--- src/rtl/lcd_pkg.sv ---
// Shared types and constants for the HD44780 character-LCD controller.
// Holds the state encoding, the power-on init byte table and command codes.
// Imported by the controller top and its timer.
package lcd_pkg;

  localparam int TMR_W = 20;

  typedef enum logic [2:0] {
    ST_PWR_WAIT  = 3'd0,
    ST_INIT_LOAD = 3'd1,
    ST_SETUP     = 3'd2,
    ST_PULSE     = 3'd3,
    ST_HOLD      = 3'd4,
    ST_EXEC_WAIT = 3'd5,
    ST_IDLE      = 3'd6
  } state_t;

  // 8-bit power-on initialisation sequence
  localparam int         INIT_LEN = 6;
  localparam logic [7:0] INIT_B0  = 8'h38;  // function set, 8-bit, 2 lines
  localparam logic [7:0] INIT_B1  = 8'h38;
  localparam logic [7:0] INIT_B2  = 8'h38;
  localparam logic [7:0] INIT_B3  = 8'h0C;  // display on, cursor off
  localparam logic [7:0] INIT_B4  = 8'h01;  // clear display
  localparam logic [7:0] INIT_B5  = 8'h06;  // entry mode, increment

  localparam logic [7:0] LCD_CLEAR = 8'h01;
  localparam logic [7:0] LCD_HOME  = 8'h02;

  function automatic logic [7:0] init_byte(input logic [2:0] idx);
    case (idx)
      3'd0:    return INIT_B0;
      3'd1:    return INIT_B1;
      3'd2:    return INIT_B2;
      3'd3:    return INIT_B3;
      3'd4:    return INIT_B4;
      3'd5:    return INIT_B5;
      default: return 8'h00;
    endcase
  endfunction

  // Clear, home and 0x00 all need the long execution wait
  function automatic logic is_slow_cmd(input logic rs, input logic [7:0] dat);
    return !rs && (dat[7:2] == 6'd0);
  endfunction

endpackage

--- src/rtl/lcd_timer.sv ---
// Loadable 20-bit down-counter; done is high while the count sits at zero.
// Latency: a load takes effect on the next edge, then counts one per cycle.
// No backpressure: load always wins over counting.
module lcd_timer
  import lcd_pkg::*;
(
  input  logic             clk,
  input  logic             rst,
  input  logic             load,
  input  logic [TMR_W-1:0] load_val,
  output logic             done
);

  logic [TMR_W-1:0] cnt;

  // Reload on request, otherwise count down and park at zero
  always_ff @(posedge clk) begin
    if (rst) begin
      cnt <= '0;
    end else if (load) begin
      cnt <= load_val;
    end else if (cnt != '0) begin
      cnt <= cnt - TMR_W'(1);
    end
  end

  assign done = (cnt == '0);

endmodule

--- src/rtl/lcd_ctrl.sv ---
// HD44780 controller: power-on init, then single-byte writes with setup/enable/hold/exec timing.
// Latency: E0 load, lcd_en at E0+SETUP for PULSE cycles, ready back at E0+SETUP+PULSE+HOLD+exec wait.
// Backpressure: ready is high only in IDLE; requests held by the requester until accepted, never queued.
module lcd_ctrl
  import lcd_pkg::*;
#(
  parameter int POWERUP_CYC = 750000,
  parameter int SETUP_CYC   = 4,
  parameter int PULSE_CYC   = 12,
  parameter int HOLD_CYC    = 2,
  parameter int CMD_CYC     = 2500,
  parameter int CLR_CYC     = 100000
) (
  input  logic       clk,
  input  logic       rst,
  input  logic       req_valid,
  input  logic       req_rs,
  input  logic [7:0] req_data,
  output logic       ready,
  output logic       init_done,
  output logic       lcd_rs,
  output logic       lcd_rw,
  output logic       lcd_en,
  output logic [7:0] lcd_data
);

  // Timer reload values: a state lasting N cycles loads N-1
  localparam logic [TMR_W-1:0] PWR_M2   = TMR_W'((POWERUP_CYC > 1) ? POWERUP_CYC - 2 : 0);
  localparam logic [TMR_W-1:0] SETUP_M1 = TMR_W'(SETUP_CYC - 1);
  localparam logic [TMR_W-1:0] PULSE_M1 = TMR_W'(PULSE_CYC - 1);
  localparam logic [TMR_W-1:0] HOLD_M1  = TMR_W'(HOLD_CYC - 1);
  localparam logic [TMR_W-1:0] CMD_L    = TMR_W'(CMD_CYC);
  localparam logic [TMR_W-1:0] CLR_L    = TMR_W'(CLR_CYC);

  state_t           state;
  logic [2:0]       idx;
  logic             pwr_arm;
  logic             tmr_load;
  logic [TMR_W-1:0] tmr_val;
  logic             tmr_done;
  logic [TMR_W-1:0] exec_cyc;
  logic             init_more;

  assign lcd_rw = 1'b0;

  // Exec wait is chosen from the byte currently on the bus
  assign exec_cyc  = is_slow_cmd(lcd_rs, lcd_data) ? CLR_L : CMD_L;
  assign init_more = !init_done && (idx != 3'(INIT_LEN - 1));

  lcd_timer u_timer (
    .clk      (clk),
    .rst      (rst),
    .load     (tmr_load),
    .load_val (tmr_val),
    .done     (tmr_done)
  );

  // Timer reloads on every state entry; the init path gives up one exec cycle to INIT_LOAD
  always_comb begin
    tmr_load = 1'b0;
    tmr_val  = '0;
    case (state)
      ST_PWR_WAIT: begin
        if (!pwr_arm) begin
          tmr_load = 1'b1;
          tmr_val  = PWR_M2;
        end
      end
      ST_INIT_LOAD: begin
        tmr_load = 1'b1;
        tmr_val  = SETUP_M1;
      end
      ST_IDLE: begin
        if (req_valid) begin
          tmr_load = 1'b1;
          tmr_val  = SETUP_M1;
        end
      end
      ST_SETUP: begin
        if (tmr_done) begin
          tmr_load = 1'b1;
          tmr_val  = PULSE_M1;
        end
      end
      ST_PULSE: begin
        if (tmr_done) begin
          tmr_load = 1'b1;
          tmr_val  = HOLD_M1;
        end
      end
      ST_HOLD: begin
        if (tmr_done) begin
          tmr_load = 1'b1;
          tmr_val  = init_more ? (exec_cyc - TMR_W'(2)) : (exec_cyc - TMR_W'(1));
        end
      end
      default: begin
        tmr_load = 1'b0;
      end
    endcase
  end

  // Sequencer: power-up wait, init writes, then handshaked user writes
  always_ff @(posedge clk) begin
    if (rst) begin
      state     <= ST_PWR_WAIT;
      idx       <= 3'd0;
      pwr_arm   <= 1'b0;
      ready     <= 1'b0;
      init_done <= 1'b0;
      lcd_en    <= 1'b0;
      lcd_rs    <= 1'b0;
      lcd_data  <= 8'h00;
    end else begin
      case (state)
        ST_PWR_WAIT: begin
          if (!pwr_arm) begin
            pwr_arm <= 1'b1;
            if (POWERUP_CYC == 1) state <= ST_INIT_LOAD;
          end else if (tmr_done) begin
            state <= ST_INIT_LOAD;
          end
        end
        ST_INIT_LOAD: begin
          lcd_rs   <= 1'b0;
          lcd_data <= init_byte(idx);
          state    <= ST_SETUP;
        end
        ST_IDLE: begin
          if (req_valid) begin
            ready    <= 1'b0;
            lcd_rs   <= req_rs;
            lcd_data <= req_data;
            state    <= ST_SETUP;
          end
        end
        ST_SETUP: begin
          if (tmr_done) begin
            lcd_en <= 1'b1;
            state  <= ST_PULSE;
          end
        end
        ST_PULSE: begin
          if (tmr_done) begin
            lcd_en <= 1'b0;
            state  <= ST_HOLD;
          end
        end
        ST_HOLD: begin
          if (tmr_done) begin
            if (init_more && (exec_cyc == TMR_W'(1))) begin
              idx   <= idx + 3'd1;
              state <= ST_INIT_LOAD;
            end else begin
              state <= ST_EXEC_WAIT;
            end
          end
        end
        ST_EXEC_WAIT: begin
          if (tmr_done) begin
            if (init_more) begin
              idx   <= idx + 3'd1;
              state <= ST_INIT_LOAD;
            end else begin
              state     <= ST_IDLE;
              ready     <= 1'b1;
              init_done <= 1'b1;
            end
          end
        end
        default: begin
          state <= ST_PWR_WAIT;
        end
      endcase
    end
  end

endmodule

--- config.mk ---
export PLATFORM = sky130hd
export DESIGN_NAME = lcd_ctrl
export DESIGN_NICKNAME = d
export VERILOG_FILES = /design/src/rtl/lcd_pkg.sv /design/src/rtl/lcd_timer.sv /design/src/rtl/lcd_ctrl.sv
export SDC_FILE = /design/constraint.sdc
export NUM_CORES = 1
export LEC_CHECK = 0
export BUFFER_PORTS_ARGS = -buffer_cell sky130_fd_sc_hd__buf_4
export CAP_MARGIN = 40
export CORE_AREA = 3 3 76 60
export CTS_CLUSTER_SIZE = 28
export DETAILED_ROUTE_END_ITERATION = 12
export DIE_AREA = 0 0 79 63
export MAX_ROUTING_LAYER = met4
export PLACE_DENSITY = 0.77
export SYNTH_ARGS = -nofsm -noshare
export SYNTH_HDL_FRONTEND = slang
export SYNTH_SLANG_ARGS = --single-unit
export TNS_END_PERCENT = 10
--- constraint.sdc ---
create_clock -name clk -period 3.3 [get_ports clk]
set_input_delay 0.66 -clock clk [delete_from_list [all_inputs] [get_ports clk]]
set_output_delay 0.66 -clock clk [all_outputs]
set_load 0.05 [all_outputs]
### Word level (Yosys, flattened, before mapping)

Index checks and enable logic that the tools add are counted.

| word-level totals | value |
|---|---|
| register bits after elaboration | 39 |
| input port bits | 12 |
| output and inout bits | 13 |
| logic and storage cells | 101 |

| cells by class | value |
|---|---|
| add/subtract/negate cells | 4 |
| eq/ne operators | 23 |
| multiplexer cells | 41 |
| bitwise operators | 1 |
| reduce and logical (&&, ||, !) cells | 23 |

Operators by type and width:

| operator | count |
|---|---|
| one-hot mux 20 bit (6 select lines) | 1 |
| two-way mux 20 bit | 5 |
| two-way mux 3 bit | 13 |
| one-hot mux 6 bit (4 select lines) | 1 |
| one-hot mux 3 bit (7 select lines) | 1 |
| zero test 20 bit | 1 |
| inequality test 2 bit, second input constant | 10 |
| nonzero test 20 bit | 1 |
| subtractor 20 x 1 -> 20 bit, second input constant | 1 |
| subtractor 17 x 1 -> 18 bit, second input constant | 1 |
| subtractor 17 x 2 -> 18 bit, second input constant | 1 |
| equality test 17 x 1 -> 1 bit, second input constant | 1 |
| two-way mux 17 bit | 1 |
| one-hot mux 8 bit (2 select lines) | 1 |
| equality test 3 bit, second input constant | 5 |
| equality test 3 x 2 -> 1 bit, second input constant | 4 |
| two-way mux 1 bit | 10 |
| nonzero test 2 bit | 5 |
| two-way mux 8 bit | 1 |
| AND reduction 7 bit | 1 |
| equality test 3 x 1 -> 1 bit, second input constant | 2 |
| zero test 3 bit | 2 |
| zero test 6 bit | 1 |
| one-hot mux 1 bit (2 select lines) | 3 |
| 14 further kinds | 19 |

### Depth between registers and ports, before layout

| logic depth | value |
|---|---|
| depth after elaboration | 8 |
| gate-level depth with buffers | 8 |
| depth with buffers taken out | 7 |

### Hierarchy

From an unflattened synthesis, not the netlist that was laid out.

| second synthesis, totals | value |
|---|---|
| cells, all modules | 273 |
| area total of the unflattened synthesis | 2249.7 um^2 |

Modules (own cells, without submodules):

| module | instances | cells each | area each (um^2) | sequential area each (um^2) |
|---|---|---|---|---|
| lcd_ctrl | 1 | 151 | 1168.6 | 380.4 |
| lcd_timer | 1 | 122 | 1081.0 | 400.4 |

### Worst setup path after synthesis

Ideal clock, no wire load.

| path | value |
|---|---|
| path kind | register to register |
| from | register u_timer.cnt[11] |
| to | register u_timer.cnt[1] |
| setup time | 70 ps |
| arrival | 2265 ps |
| data required time | 3230 ps |
| setup slack | 965 ps |
| stages on the path, launching flop included | 8 |
| buffers on the path | 2 |
| period minus slack after synthesis | 2335 ps |
| cells stage by stage | dfxtp_1 or4_1 buf_2 or4_1 buf_2 nor2_2 mux2_2 a21oi_1 |

| between the ends | value |
|---|---|
| word-level cells in the longest chain between the ends | 4 |
| elaborated cells between the ends (all ways) | 9 |
| classes of those cells | mux: 6; reduce/logical: 3 |

Ends and longest elaborated chain:

| what | RTL line | source |
|---|---|---|
| start, declared | lcd_timer.sv:14 | `logic [TMR_W-1:0] cnt;` |
| start signal, assigned | lcd_timer.sv:21 | `cnt <= load_val;` |
| start signal, assigned | lcd_timer.sv:23 | `cnt <= cnt - TMR_W'(1);` |
| zero test 20 bit | lcd_timer.sv:27 | `assign done = (cnt == '0);` |
| two-way mux 20 bit, or another cell as far along | lcd_ctrl.sv:92 | `if (tmr_done) begin` |
| one-hot mux 20 bit (6 select lines) or one-hot mux 1 bit (4 select lines) (tied branches) | lcd_ctrl.sv:62 | `case (state)` |
| two-way mux 20 bit or nonzero test 2 bit (tied branches) | -- |  |

Several ways; a longest one is shown, not always the timed one.
A chain may end at the register's enable or synchronous reset.

### Final worst setup path

Ends and elaborated chain as after synthesis.

==> metrics.txt <==
switching share of power=0.244; Max Root-Sink Buffers=2; number of gates resized after cts=0; I/O Pins=25; P_int=790 uW; post-synth cell types=54; number of synthesized flops with an enable pin=0; post-route cell area=around 0.0025 sq mm; Hold-fix buffers, CTS=0; power share of the clock group=0.392; skew final=about 0.0064 ns; Placed Area=0.00237 sq mm; Post CTS Setup Buffer Count=0; flops & latches, synth=39; max-slew violations=0; initial DRC count=153; Synth-to-Final Area Change=13.1%; Psw=around 250 uW; Synth warnings=0; Rows=20; Setup violations, final=0; Critical Path RT=3.53 ns; ys async rst share=0; RSZ-0062 raised after global routing=false; GP Congestion=~0.9; top-count cell post-synth=dfxtp_1; via/cell ratio=between 5 and 6; post-synth top area share=0.355; CTS tree=yes; worst skew pair latency=0.29 ns; DRC=0; Final Cycle Share=0.772; total grt overflow=0; Period minus WS final=roughly 2.5 ns; top_reg_cell synth=dfxtp_1; Core Region=just under 0.004 sq mm; Mapped Area=~0.0022 sq mm; largest net degree at the start of global routing=31; Vias=between 1500 and 2000; most instantiated cells after synthesis=dfxtp_1, a21oi_1, nand2_1, nor2_1, nand3_1; Net Count, Synth=about 290; P per Cell Area=about 420 mW/mm^2; Max-slew headroom=0.475; first-pass GRT wire length=around 9 mm; drt pass-1 iters=5; Antenna Violating Nets Remaining=0; GRT Resource Usage Total=0.232; Max Cap Viol=0; Comb pwr share=0.118; worst min-delay path category=reg2reg; CP Class=reg2reg; Reg clk slew, reported paths=0.08 ns; Placement Setup Slack=0.781 ns; Setup TNS Final=0 ns; WHS=~0.48 ns; die area=between 0.004 and 0.005 sq mm; mean post-synth cell area=around 8.2 sq um; Worst-Margin Slew=approximately 0.78 ns; number of global-route vias before repair=1916; final worst slack=~0.75 ns; H-tree depth=2; worst vdd ir=around 0.31 mV; P_leak=~0.93 nW; post-synthesis sequential area ratio=0.355; Synth area leader=dfxtp_1; Die W=a little under 80 um; Post-Synthesis Cells=between 200 and 300; port bufs=23; total clock sinks=39; sequential share of power=0.490; Die Y-Extent=63 um; arrival time worst endpoint=2.77 ns; Worst Setup Start Kind=register; share of cells above drive strength 1=0.141; endpoints failing hold=0; run status=completed; nets=between 300 and 400; Peak Freq=between 300 and 400 MHz; wire length per cell=roughly 15 um; initial antenna violation count=0; Ant. Diodes=0; CTS root buf=clkbuf_8; routed wire length=about 5.1 mm; Initial Util=0.556; fill count=roughly 370; DPL Wire Length=between 3 and 4 mm; Crit. End Element=register; total power=roughly 1.0 mW; top cells by area, synth=dfxtp_1, a21oi_1, ha_1; Num CTS Buffers=5; CP max FO=10
kinds of logic after synthesis:
logic type      synth area share
fa+ha+maj                 0.0398
flops                      0.355
xor+xnor                  0.0637
buf+inv                   0.0455
other cells              0.00170
compound gates             0.194
simple gates               0.282
mux                       0.0188
metal layers:
metal  track usage  vias to the layer above  part of all wire  routed length [um]
li1              -                     1004                 -                   -
met1         0.325                      913              0.49                2500
met2         0.341                       58              0.43                2200
met3        0.0447                        7             0.070                 357
met4        0.0644                        0            0.0086                  44
met5             -                        -                 0                   0
power by group through the flow:
stage	logic (mW)	registers [mW]	clock network (mW)
after floorplan	0.0972	0.516	0
after global placement	0.120	0.522	0
after detailed placement	0.122	0.523	0
after CTS	0.122	0.512	0.416
after global routing	0.139	0.516	0.439
final	0.123	0.513	0.409
stage by stage:
| stage | std cells | utilization |
|---|---|---|
| 2_1_floorplan | 269 | - |
| 3_3_place_gp | 331 | 0.600 |
| 6_report | 339 | 0.629 |
| 5_1_grt | 339 | 0.629 |
| 4_1_cts | 339 | 0.629 |
| 3_5_place_dp | 331 | 0.600 |
area by class of cell:
| class | count | area, sq um | share of cell area |
|---|---|---|---|
| timing repair buffer | 24 | 180 | 0.0724 |
| inverter | 6 | 22.5 | 0.00905 |
| multi-input combinational | 207 | 1320 | 0.530 |
| sequential | 39 | 781 | 0.314 |
| clock inverter | 2 | 35.0 | 0.0141 |
| clock buffer | 6 | 82.6 | 0.0332 |
| tap | 55 | 68.8 | 0.0277 |
flip-flops by register name, indices dropped and copies added, names as in the netlist:
name and flops:
idx 3, lcd_data 8, state 3, lcd_en 1, init_done 1, lcd_rs 1, ready 1, u_timer.cnt 20
pwr_arm 1
worst paths after layout:
path,start,end,slack (ns),depth (start not counted)
max,u_timer.cnt[11],u_timer.cnt[1],0.75,5
min,lcd_rs,lcd_rs,0.48,2
min reg2reg,lcd_rs,lcd_rs,0.48,2
max reg2reg,u_timer.cnt[11],u_timer.cnt[1],0.75,5
cell usage in the layout, fill, tap and decap left out, types with 5 or more instances in the layout:
cell      instances
a31oi_1           6
nand2_1          22
nand2b_1          8
nor4_1           11
inv_1             6
or4_1             6
buf_4            24
dfxtp_1          39
xor2_1            8
a21oi_1          22
a211oi_1          5
o21ai_0          10
ha_1              7
nor3_1            9
nand3_1          13
nor2_1           22
clkbuf_8          6
xnor2_1           8
or3_1             5
critical path, cell delays in order, from the launching register on:
cell and delay [ns]:
dfxtp_1 0.35, or4_1 0.63, or4_1 0.57, nor2_2 0.42, mux2_2 0.38, a21oi_1 0.14
Power figures use the tool's default switching activity.
